===== src/rtl/keypad_encoder.sv =====
// Debounced 10-key keypad to BCD encoder with a one-cycle active-low load strobe.
// Define KEYPAD_AUTOREPEAT_EN to re-strobe a held key every REPEAT_CYCLES+1 cycles.
module keypad_encoder #(
  parameter int DEBOUNCE_CYCLES = 4,
  parameter int REPEAT_CYCLES   = 16
) (
  input  logic       clock,
  input  logic       clrn,
  input  logic [9:0] keypad,
  input  logic       enablen,
  output logic [3:0] data,
  output logic       loadn,
  output logic       busy
);

  localparam int CNT_MAX = (DEBOUNCE_CYCLES > REPEAT_CYCLES) ? DEBOUNCE_CYCLES : REPEAT_CYCLES;
  localparam int CW      = $clog2(CNT_MAX + 1);
  localparam logic [CW-1:0] DB_LAST = CW'(DEBOUNCE_CYCLES - 1);

  typedef enum logic [1:0] {IDLE, DEBOUNCE, LOAD, WAIT_RELEASE} state_t;

  state_t        state, state_nx;
  logic [3:0]    code_q, code_nx, enc;
  logic          key;
  logic [CW-1:0] cnt_q, cnt_nx;
`ifdef KEYPAD_AUTOREPEAT_EN
  localparam logic [CW-1:0] RP_LAST = CW'(REPEAT_CYCLES - 1);
  logic [CW-1:0] rpt_q, rpt_nx;
`endif

  function automatic logic [CW-1:0] sat_inc(input logic [CW-1:0] v);
    return (v == '1) ? v : v + CW'(1);
  endfunction

  // Lowest set index wins; scan downward so the last hit is the lowest.
  always_comb begin
    enc = '0;
    for (int k = 9; k >= 0; k--)
      if (keypad[k]) enc = 4'(k);
    key = |keypad;
  end

  // cnt_q counts stable press cycles in DEBOUNCE and quiet cycles in WAIT_RELEASE.
  always_comb begin
    state_nx = state;
    code_nx  = code_q;
    cnt_nx   = cnt_q;
`ifdef KEYPAD_AUTOREPEAT_EN
    rpt_nx   = rpt_q;
`endif
    case (state)
      IDLE: begin
        if (!enablen && key) begin
          state_nx = DEBOUNCE;
          code_nx  = enc;
          cnt_nx   = '0;
        end
      end
      DEBOUNCE: begin
        if (enablen || !key || enc != code_q) state_nx = IDLE;
        else if (cnt_q >= DB_LAST)            state_nx = LOAD;
        else                                  cnt_nx   = sat_inc(cnt_q);
      end
      LOAD: begin
        state_nx = WAIT_RELEASE;
        cnt_nx   = '0;
`ifdef KEYPAD_AUTOREPEAT_EN
        rpt_nx   = '0;
`endif
      end
      WAIT_RELEASE: begin
        if (key)                   cnt_nx   = '0;
        else if (cnt_q >= DB_LAST) state_nx = IDLE;
        else                       cnt_nx   = sat_inc(cnt_q);
`ifdef KEYPAD_AUTOREPEAT_EN
        if (key && enc == code_q && !enablen) begin
          if (rpt_q >= RP_LAST) state_nx = LOAD;
          else                  rpt_nx   = sat_inc(rpt_q);
        end else begin
          rpt_nx = '0;
        end
`endif
      end
      default: state_nx = IDLE;
    endcase
  end

  // Outputs are registered off the next state so data and loadn land together.
  always_ff @(posedge clock or negedge clrn) begin
    if (!clrn) begin
      state  <= IDLE;
      code_q <= '0;
      cnt_q  <= '0;
      data   <= '0;
      loadn  <= 1'b1;
`ifdef KEYPAD_AUTOREPEAT_EN
      rpt_q  <= '0;
`endif
    end else begin
      state  <= state_nx;
      code_q <= code_nx;
      cnt_q  <= cnt_nx;
      loadn  <= (state_nx != LOAD);
      if (state_nx == LOAD) data <= code_q;
`ifdef KEYPAD_AUTOREPEAT_EN
      rpt_q  <= rpt_nx;
`endif
    end
  end

  assign busy = (state != IDLE);

endmodule

===== config.mk =====
export PLATFORM = sky130hd
export DESIGN_NAME = keypad_encoder
export DESIGN_NICKNAME = d
export VERILOG_FILES = /design/src/rtl/keypad_encoder.sv
export SDC_FILE = /design/constraint.sdc
export NUM_CORES = 1
export LEC_CHECK = 0
export BUFFER_PORTS_ARGS = -buffer_cell sky130_fd_sc_hd__buf_2
export CORE_MARGIN = 4
export CORE_UTILIZATION = 41
export DETAILED_ROUTE_END_ITERATION = 8
export SLEW_MARGIN = 10
export SYNTH_ARGS = -nofsm -noshare
export SYNTH_HDL_FRONTEND = slang
export SYNTH_SLANG_ARGS = --single-unit
export TNS_END_PERCENT = 50

===== constraint.sdc =====
create_clock -name clock -period 2.61 [get_ports clock]
set_input_delay 0.522 -clock clock [delete_from_list [all_inputs] [get_ports clock]]
set_output_delay 0.522 -clock clock [all_outputs]
set_load 0.1 [all_outputs]

Word-level counts from Yosys, hierarchy flattened
Index checks and enable logic that the tools add are counted.

Bits in registers: 16. Input port bits: 13. Output and inout port bits: 6. Logic and storage cells: 48.

Add/sub/neg operators: 1. Order comparisons: 1. Equality and inequality tests: 9. Multiplexer cells: 22. Reductions and logical operators: 10.

Operators by type and width (count): 4-bit two-way mux (10); 5-bit two-way mux (5); 5-bit case mux with 4 select lines (1); 2-bit two-way mux (5); 10-bit OR reduction (1); 2-bit case mux with 4 select lines (1); 2-bit equality test (second input constant) (3); 2-bit inequality test (second input constant) (3); 5-bit by 1-bit adder with 5-bit output (second input constant) (1); 5-bit equality test (second input constant) (1); 5-bit by 2-bit >= comparator with 1-bit output (second input constant) (1); 4-bit inequality test (1); 2-bit AND reduction (2); 2-bit by 1-bit equality test with 1-bit output (second input constant) (1); 1-bit zero test (2); 2-bit zero test (1); 1-bit logical OR (2); 2-bit nonzero test (1); 1-bit logical AND (1).

Logic depth before layout (Yosys ltp)
Gate-level depths: netlist (run 1).

Word-level depth: 15. Gate-level depth with buffers: 7.

Worst setup path before layout (run 1)
No wires, ideal clock.

Kind: reg2reg. Start: register state[1]. End: register code_q[1]. Library setup time: 125 ps. Data arrival time: 2154 ps. Setup slack: 331 ps. Cell stages (with the launch flop): 5. Path buffers: 0. Path through: dfrtp_1 -> inv_1 -> nand2_1 -> nor3_1 -> mux2_2.

Word-level cells in the longest chain between the ends: 2.

RTL lines: start: declaration (RTL line 22) `state_t state, state_nx;`; start signal: assignment (RTL line 100) `state <= state_nx;`; 2-bit zero test (RTL line 51) `case (state)`; 2-bit AND reduction (no line); end signal: assignment (RTL line 101) `code_q <= code_nx;`; end: declaration (RTL line 23) `logic [3:0] code_q, code_nx, enc;`.

No other way between the ends. A chain may end at the register's enable or synchronous reset.

Worst setup path after layout (run 1)
Start: input port keypad[3]. End: register data[2].

Word-level cells in the longest chain between the ends: 9. Elaborated cells on any way between the ends: 15. Those cells by class: eq/ne (2); mux (8); reduce/logical (5).

RTL lines: start: declaration (RTL line 9) `input logic [9:0] keypad,`; 4-bit two-way mux (4 in series) (RTL line 39) `if (keypad[k]) enc = 4'(k);`; 4-bit inequality test (RTL line 60) `if (enablen || !key || enc != code_q) state_nx = IDLE;`; 1-bit logical OR (RTL line 60); 2-bit two-way mux (RTL line 60); 2-bit case mux with 4 select lines (*) (RTL line 51); 2-bit equality test (*) (RTL line 104) `if (state_nx == LOAD) data <= code_q;`; end signal: assignment (RTL line 104); end: declaration (RTL line 11) `output logic [3:0] data,`.

Every way passes the cells marked *; elsewhere a longest branch is shown, timed or not.

==> metrics, run 1 <==
design internal power=0.000331 W; worst reg2reg startpoint=cnt_q[0]; Cell Pwr Density=395 nW/µm²; maximum buffer depth of the clock tree=2; starting DRC count in detailed routing=5; routed length per placed instance=12.5 µm; flip-flop and latch area=402 µm²; highest-delay cell along the critical path=or4_4; leakage power summed over all cells=0.547 nW; register clock-pin slew on the reported worst setup and hold paths=90 ps; relative contribution of the clock network to total power=29.8%; number of library cell types mapped by synthesis=39; Antenna Cells=0; commonest cells after routing, fill and taps aside=buf_2, dfrtp_1, inv_1; proportion of power drawn by combinational gates=11.5%; count of port buffers added during placement=18; slew at the pin with the worst max-slew slack=626 ps; switching part of the total power=23.3%; Clock Root Buffer=clkbuf_4; Final Wtd Congestion=0.802; reg2reg setup slack=650 ps; critical path endpoint=data[2]; area added between synthesis and finish=17.8%; number of design rule violations left after detail routing=0; Crit Path Category=primary input to flop; vias post-DR=750; Chip Height=55.6 µm; outcome=complete, no violations; Horiz. Die Dim=55.6 µm; leading post-synthesis cells by cell area=dfrtp_1, mux2_4, inv_1, dfstp_2, nor2_1; post-synth net total=104; CP Depth=7; number of pins with negative max-slew slack in the final report=0; clock insertion delay at the later pin of the skew report=280 ps; total wire length=1760 µm; count of pins on the block boundary=19; commonest non-fill, non-tap cell in the layout=buf_2; critical path fanouts, max=6; largest area contributor in the synthesized netlist=dfrtp_1; die footprint=3090 µm²; gate family responsible for the most delay along the worst path=simple AND/OR/NAND/NOR gates; Slew headroom=58.0%; required time worst endpoint=2770 ps; fillers=207; number of global-route vias before repair=733; setup fix buffers added after clock tree synthesis=0; cell chain of the critical path=buf_2, or4_4, nor3_1, a311o_1, and3_4, nand4_4, mux2_4; Final Net Count=129; number of warnings issued by yosys=0; Max Clk Rate=451 MHz; post-placement worst setup slack=90.3 ps; initial core utilization=45.0%; count of standard-cell rows=16; antenna violation net count after detailed routing=0; CTS tree=done; total power after layout=0.000431 W; GRT overflow=0; part of the cycle the worst path needs=85.0%; number of buffers created by CTS=3; combined global-route utilization of all metal layers=12.2%; part of the power in registers=58.7%; cells on worst reg2reg path=5; crit end category=flop; Hold Fails Final Rpt=0; Psw=0.000101 W; Vias/cell=5.32; 1st-pass router iterations=4; maximum VDD drop=0.236 mV; Setup crit start=keypad[3]; clock skew after layout=7.71 ps; Hold Crit Class=primary input to asynchronous set/reset pin; element type at the critical path start=primary input; share of async-settable or async-resettable flops after synthesis=100%; maximum number of pins on one net before global-route repair=17; final total negative setup slack=0 ps; Primary FF master, synth=dfrtp_1; number of maximum-capacitance constraint violations=0; final critical path time including I/O delays and setup=2220 ps; number of resized instances in the post-cts repair step=0; # setup viols final=0; area of the core region=2060 µm²; area of the multi-input gates=488 µm²; number of buffers and inverters on the critical path=1; number of flops mapped to enable cells by yosys=0; post-detailed-placement half-perimeter wirelength=1460 µm; number of synthesized register bits=16; sequential fraction of the synthesis area=43.3%; RSZ-0062 raised after global routing=no; Sink Count=16; fraction of post-synthesis cell area in the top cell type by area=40.5%; first-pass GRT wire length=3060 µm; worst path setup slack after routing=391 ps; Crit path arrival time=2380 ps; Critical R2R Capture=data[2]; H-tree depth=1; post-synthesis instance area=927 µm²; synthesized area per cell=10.3 µm²; post-cts hold buffer count=0; Mapped Cells=90; initial antenna violation count=0; maximum single-stage delay on the critical path=580 ps; share of final-layout standard cells stronger than drive strength 1=34.2%
## logic make-up (layout without fill, tap and decap cells)
family / after synthesis / after routing / synth area share (%)
compound gates: 21 / 21 / 15.8
fa+ha+maj: 1 / 1 / 1.35
buf+inv: 10 / 34 / 4.05
flops: 16 / 16 / 43.3
mux: 6 / 6 / 8.91
simple gates: 36 / 36 / 26.6
## layer usage
metal | wire length [µm] | global-route usage (%)
met1 | 849 | 15.5
met2 | 799 | 19.8
met3 | 80 | 1.40
met4 | 27 | 7.29
met5 | 0 | 0
## final cells by class
class,instances,share of cell area [%]
multi-input combinational,64,44.7
sequential,16,36.8
timing repair buffer,20,9.62
inverter,10,3.44
tap,27,3.09
clock buffer,4,2.41
## synthesized netlist by cell type, types with 2 or more instances
cell and count:
nand2_1 5, dfrtp_1 15, a311o_1 2, nor4_1 2
mux2_4 4, and2_1 3, nor2_1 7, inv_1 10
nor3_1 4, o21ai_0 3, a21oi_1 4, mux2_2 2
or4_4 2, o22ai_1 2
## worst reg2reg max path: stages, from the launching register on
cell	delay, ps
dfrtp_1	410
ha_1	200
nor4_1	470
a21oi_1	250
nand4_4	200
mux2_4	310
## worst min-delay path by stage
stage | start | cells past startpoint | slack [ps] | to
floorplan | clrn | 0 | 230 | cnt_q[0]
global placement | clrn | 1 | 440 | cnt_q[4]
detailed placement | clrn | 1 | 450 | cnt_q[4]
CTS | clrn | 1 | 130 | cnt_q[4]
global route | clrn | 1 | 150 | cnt_q[4]
finish | clrn | 1 | 130 | cnt_q[4]
## flip-flops by register name, summed over array words and instances (netlist names)
name and count:
loadn 1, cnt_q 5, code_q 4, state 2, data 4
## per-stage QoR
stage | instances | hold WS, ps | utilization [%] | area [µm²]
2_1_floorplan | 90 | 226 | - | 927
3_3_place_gp | 137 | 444 | 51.7 | 1070
3_5_place_dp | 137 | 449 | 51.7 | 1070
4_1_cts | 141 | 129 | 53.0 | 1090
5_1_grt | 141 | 149 | 53.0 | 1090
6_report | 141 | 134 | 53.0 | 1090
## power by group through the flow
| stage | clock, W | sequential [W] | combinational, W |
|---|---|---|---|
| 2_1_floorplan | 0 | 0.000257 | 0.0000233 |
| 5_1_grt | 0.000147 | 0.000254 | 0.0000565 |
| 3_3_place_gp | 0 | 0.000258 | 0.0000487 |
| 6_report | 0.000128 | 0.000253 | 0.0000496 |
| 4_1_cts | 0.000140 | 0.000253 | 0.0000505 |
| 3_5_place_dp | 0 | 0.000258 | 0.0000504 |
No activity file was read; power rests on OpenSTA's default activity.
==> inputs of run 2 (changes only) <==
==> constraint.sdc (replaced) <==
create_clock -name clock -period 2.61 [get_ports clock]
set_input_delay 0.3915 -clock clock [delete_from_list [all_inputs] [get_ports clock]]
set_output_delay 0.3915 -clock clock [all_outputs]
set_load 0.1 [all_outputs]
==> metrics, run 2 (synthesis results as in run 1) <==
flip-flop count of the largest register after layout=5; number of pins with negative max-slew slack in the final report=0; placed insts=136; GRT overflow=0; total wire length=1890 µm; count of port buffers added during placement=18; Chip Height=55.6 µm; layer carrying the most global-route usage=met2; 1st-pass router iterations=4; Sink Count=16; final total negative setup slack=0 ps; Final Wtd Congestion=0.737; cell area after layout=1080 µm²; part of the cycle the worst path needs=82.5%; flip-flop and latch area=402 µm²; fillers=203; number of design rule violations left after detail routing=0; post-cts hold buffer count=0; # setup viols final=0; Antenna Cells=0; first-pass GRT wire length=3350 µm; setup fix buffers added after clock tree synthesis=0; Horiz. Die Dim=55.6 µm; maximum buffer depth of the clock tree=2; cell chain of the critical path=buf_2, or4_4, nor3_1, a311o_1, and3_4, nand4_4, mux2_4; number of maximum-capacitance constraint violations=0; Crit path arrival time=2320 ps; maximum single-stage delay on the critical path=570 ps; placed cell area=1060 µm²; reg2reg setup slack=670 ps; share of the core filled with cells=52.6%; met3 usage in global routing=1.40%; worst path setup slack after routing=457 ps; combined global-route utilization of all metal layers=13.4%; number of global-route vias before repair=736; Hold Crit Class=primary input to asynchronous set/reset pin; Max Clk Rate=465 MHz; RSZ-0062 raised after global routing=no; die footprint=3090 µm²; met1 track utilization from global routing=18.2%; initial antenna violation count=0; maximum VDD drop=0.202 mV; element type at the critical path start=primary input; CTS tree=done; final critical path time including I/O delays and setup=2150 ps; number of buffers created by CTS=3; required time worst endpoint=2780 ps; Final Net Count=128; number of resized instances in the post-cts repair step=0; count of standard-cell rows=16; maximum number of pins on one net before global-route repair=17; commonest non-fill, non-tap cell in the layout=buf_2; area of the multi-input gates=488 µm²; initial core utilization=45.0%; Clock Root Buffer=clkbuf_4; vias post-DR=772; commonest cells after routing, fill and taps aside=buf_2, dfrtp_1, inv_1; Vias/cell=5.51; area of the core region=2060 µm²; routed length per placed instance=13.5 µm; share of final-layout standard cells stronger than drive strength 1=33.6%; area added between synthesis and finish=17.0%; post-placement worst setup slack=195 ps; highest-delay cell along the critical path=or4_4; Crit Path Category=primary input to flop; count of pins on the block boundary=19; Slew headroom=51.1%; register containing the most flip-flops in the final layout=cnt_q; worst reg2reg startpoint=cnt_q[0]; Hold Fails Final Rpt=0; post-detailed-placement half-perimeter wirelength=1470 µm; registers with the highest flip-flop counts=cnt_q (5), code_q (4), data (4); H-tree depth=1; clock insertion delay at the later pin of the skew report=280 ps; Cell Pwr Density=404 nW/µm²; register clock-pin slew on the reported worst setup and hold paths=90 ps; clock skew after layout=4.51 ps; leakage power summed over all cells=0.542 nW; cells on worst reg2reg path=5; starting DRC count in detailed routing=4; slew at the pin with the worst max-slew slack=728 ps; Critical R2R Capture=data[3]; number of non-filler instances in the completed layout=140; crit end category=flop; met2 usage=20.8%; antenna violation net count after detailed routing=0; critical path fanouts, max=6; outcome=complete, no violations
[run 2: changes by cell type in the layout (fill, tap and decap cells not counted), sizes merged]
cell,previous run,this run
buf,20,19
[run 2: report_power, final]
group           total, W  internal, W  leakage [nW]  switching [W]
clock           0.000134    0.0000592        0.0150      0.0000752
combinational  0.0000500    0.0000211         0.322      0.0000289
sequential      0.000253     0.000250         0.204     0.00000307
[run 2: layer usage]
layer / up-vias / share of wire, %
met3: 4 / 5.0
li1: 382 / -
met5: - / 0
met1: 364 / 50
met4: 0 / 2.2
met2: 22 / 43
[run 2: stage by stage]
stage	power (W)	hold WS, ps
2_1_floorplan	0.000280	95.9
3_3_place_gp	0.000307	315
3_5_place_dp	0.000309	325
4_1_cts	0.000442	14.5
5_1_grt	0.000465	19.9
6_report	0.000438	2.77
[run 2: cell type report]
type                            instances  share of cell area (%)
Timing Repair Buffer                   19                    9.00
Inverter                               10                    3.46
Multi-Input combinational cell         64                    45.0
Clock buffer                            4                    2.42
Tap cell                               27                    3.11
Sequential cell                        16                    37.0
[run 2: critical path: cells and delay by family]
kind / cells / cell delay, ps
multiplexers: 1 / 340
AND/OR/NAND/NOR: 4 / 1240
AO/OA/AOI/OAI: 1 / 220
buffers and inverters: 1 / 130
[run 2: worst max path at each step]
stage	from	end	slack, ps	depth (start not counted)
floorplan	state[1]	code_q[1]	330	4
global placement	keypad[3]	data[2]	200	7
detailed placement	keypad[3]	data[3]	200	7
CTS	keypad[3]	data[3]	490	7
global route	keypad[3]	data[2]	360	7
finish	keypad[3]	data[3]	460	7
==> inputs of run 3 (changes only) <==
- clock period: 2.61 -> 2 ns (I/O delays scaled with it)
==> metrics, run 3 (synthesis results as in run 1) <==
share of final-layout standard cells stronger than drive strength 1=43.8%; commonest cells after routing, fill and taps aside=buf_2, dfrtp_1, buf_4; post-detailed-placement half-perimeter wirelength=1730 µm; cell area after layout=1220 µm²; design internal power=0.000478 W; Chip Height=55.6 µm; initial core utilization=45.0%; Final Wtd Congestion=0.801; element type at the critical path start=primary input; registers with the highest flip-flop counts=cnt_q (5), code_q (4), data (4); Vias/cell=5.15; commonest non-fill, non-tap cell in the layout=buf_2; 1st-pass router iterations=6; maximum single-stage delay on the critical path=580 ps; number of pins with negative max-slew slack in the final report=0; total wire length=2150 µm; maximum VDD drop=0.265 mV; antenna violation net count after detailed routing=0; Critical R2R Capture=data[3]; count of port buffers added during placement=18; register clock-pin slew on the reported worst setup and hold paths=90 ps; Antenna Cells=0; placed insts=150; Slew headroom=53.2%; number of global-route vias before repair=762; Clock Root Buffer=clkbuf_4; number of maximum-capacitance constraint violations=0; maximum number of pins on one net before global-route repair=17; maximum buffer depth of the clock tree=2; highest-delay cell along the critical path=or4_4; number of buffers and inverters on the critical path=1; starting DRC count in detailed routing=11; number of design rule violations left after detail routing=0; first-pass GRT wire length=3420 µm; outcome=complete, no violations; Max Clk Rate=510 MHz; area of the core region=2060 µm²; Cell Pwr Density=509 nW/µm²; cells on worst reg2reg path=4; count of standard-cell rows=16; vias post-DR=799; GRT overflow=0; proportion of power drawn by combinational gates=13.3%; H-tree depth=1; final critical path time including I/O delays and setup=1960 ps; register containing the most flip-flops in the final layout=cnt_q; flip-flop count of the largest register after layout=5; routed length per placed instance=13.9 µm; part of the power in registers=53.1%; Horiz. Die Dim=55.6 µm; RSZ-0062 raised after global routing=no; switching part of the total power=23.2%; # setup viols final=0; leakage power summed over all cells=0.624 nW; Crit Path Category=primary input to flop; clock insertion delay at the later pin of the skew report=280 ps; Hold Crit Class=primary input to asynchronous set/reset pin; required time worst endpoint=2170 ps; reg2reg setup slack=170 ps; slew at the pin with the worst max-slew slack=696 ps; count of pins on the block boundary=19; initial antenna violation count=0; Sink Count=16; die footprint=3090 µm²; placed cell area=1170 µm²; CTS tree=done; relative contribution of the clock network to total power=33.6%; Crit path arrival time=2130 ps; part of the cycle the worst path needs=98.0%; crit end category=flop; critical path fanouts, max=5; worst reg2reg startpoint=code_q[1]; cell chain of the critical path=buf_2, or4_4, nor4b_2, a311o_1, and3_4, nand4_4, mux2_4; Hold Fails Final Rpt=0; clock skew after layout=5.22 ps; area added between synthesis and finish=32.0%; Psw=0.000144 W; combined global-route utilization of all metal layers=14.2%; Final Net Count=143; number of buffers created by CTS=3; number of non-filler instances in the completed layout=155; gate family responsible for the most delay along the worst path=simple AND/OR/NAND/NOR gates
[run 3: layout make-up]
class	instances	area [µm²]
Sequential cell	16	402
Inverter	10	37.5
Clock buffer	4	36.3
Tap cell	27	33.8
Timing Repair Buffer	34	213
Fill cell	192	838
Multi-Input combinational cell	64	502
[run 3: repair_timing]
action,CTS,global route
endpoints found under the setup margin,0,4
hold buffers,1,0
buffers inserted,0,0
endpoints found under the hold margin,15,0
resized for setup,0,1
[run 3: layer usage]
metal / share of wire, % / up-vias / track usage [%]
met5: 0 / - / 0
li1: - / 409 / -
met3: 3.6 / 2 / 2.80
met1: 44 / 370 / 16.9
met2: 51 / 18 / 23.8
met4: 1.3 / 0 / 7.29
[run 3: power groups by stage]
stage	registers (W)	clock network, W	logic [W]
floorplan	0.000336	0	0.0000308
global placement	0.000337	0	0.0000778
detailed placement	0.000337	0	0.0000813
CTS	0.000331	0.000217	0.0000833
global route	0.000332	0.000233	0.0000909
finish	0.000331	0.000209	0.0000829
[run 3: how the worst max path moves through the flow]
stage,from,endpoint,slack [ps],cells past startpoint
2_1_floorplan,keypad[5],data[0],-40,6
3_3_place_gp,keypad[3],data[3],-190,7
3_5_place_dp,keypad[3],data[3],-260,7
4_1_cts,keypad[3],data[3],40,7
5_1_grt,keypad[3],data[3],4,7
6_report,keypad[5],data[3],40,7
[run 3: stage by stage]
stage | hold WS [ps] | power [W] | setup slack (ps) | util (%) | setup TNS, ps
2_1_floorplan | 4.41 | 0.000366 | -44.6 | - | -178
3_3_place_gp | 222 | 0.000415 | -194 | 56.8 | -1250
3_5_place_dp | 228 | 0.000419 | -258 | 56.8 | -1680
4_1_cts | 419 | 0.000632 | 44.8 | 59.0 | 0
5_1_grt | 445 | 0.000656 | 3.51 | 59.3 | 0
6_report | 437 | 0.000623 | 40.5 | 59.3 | 0
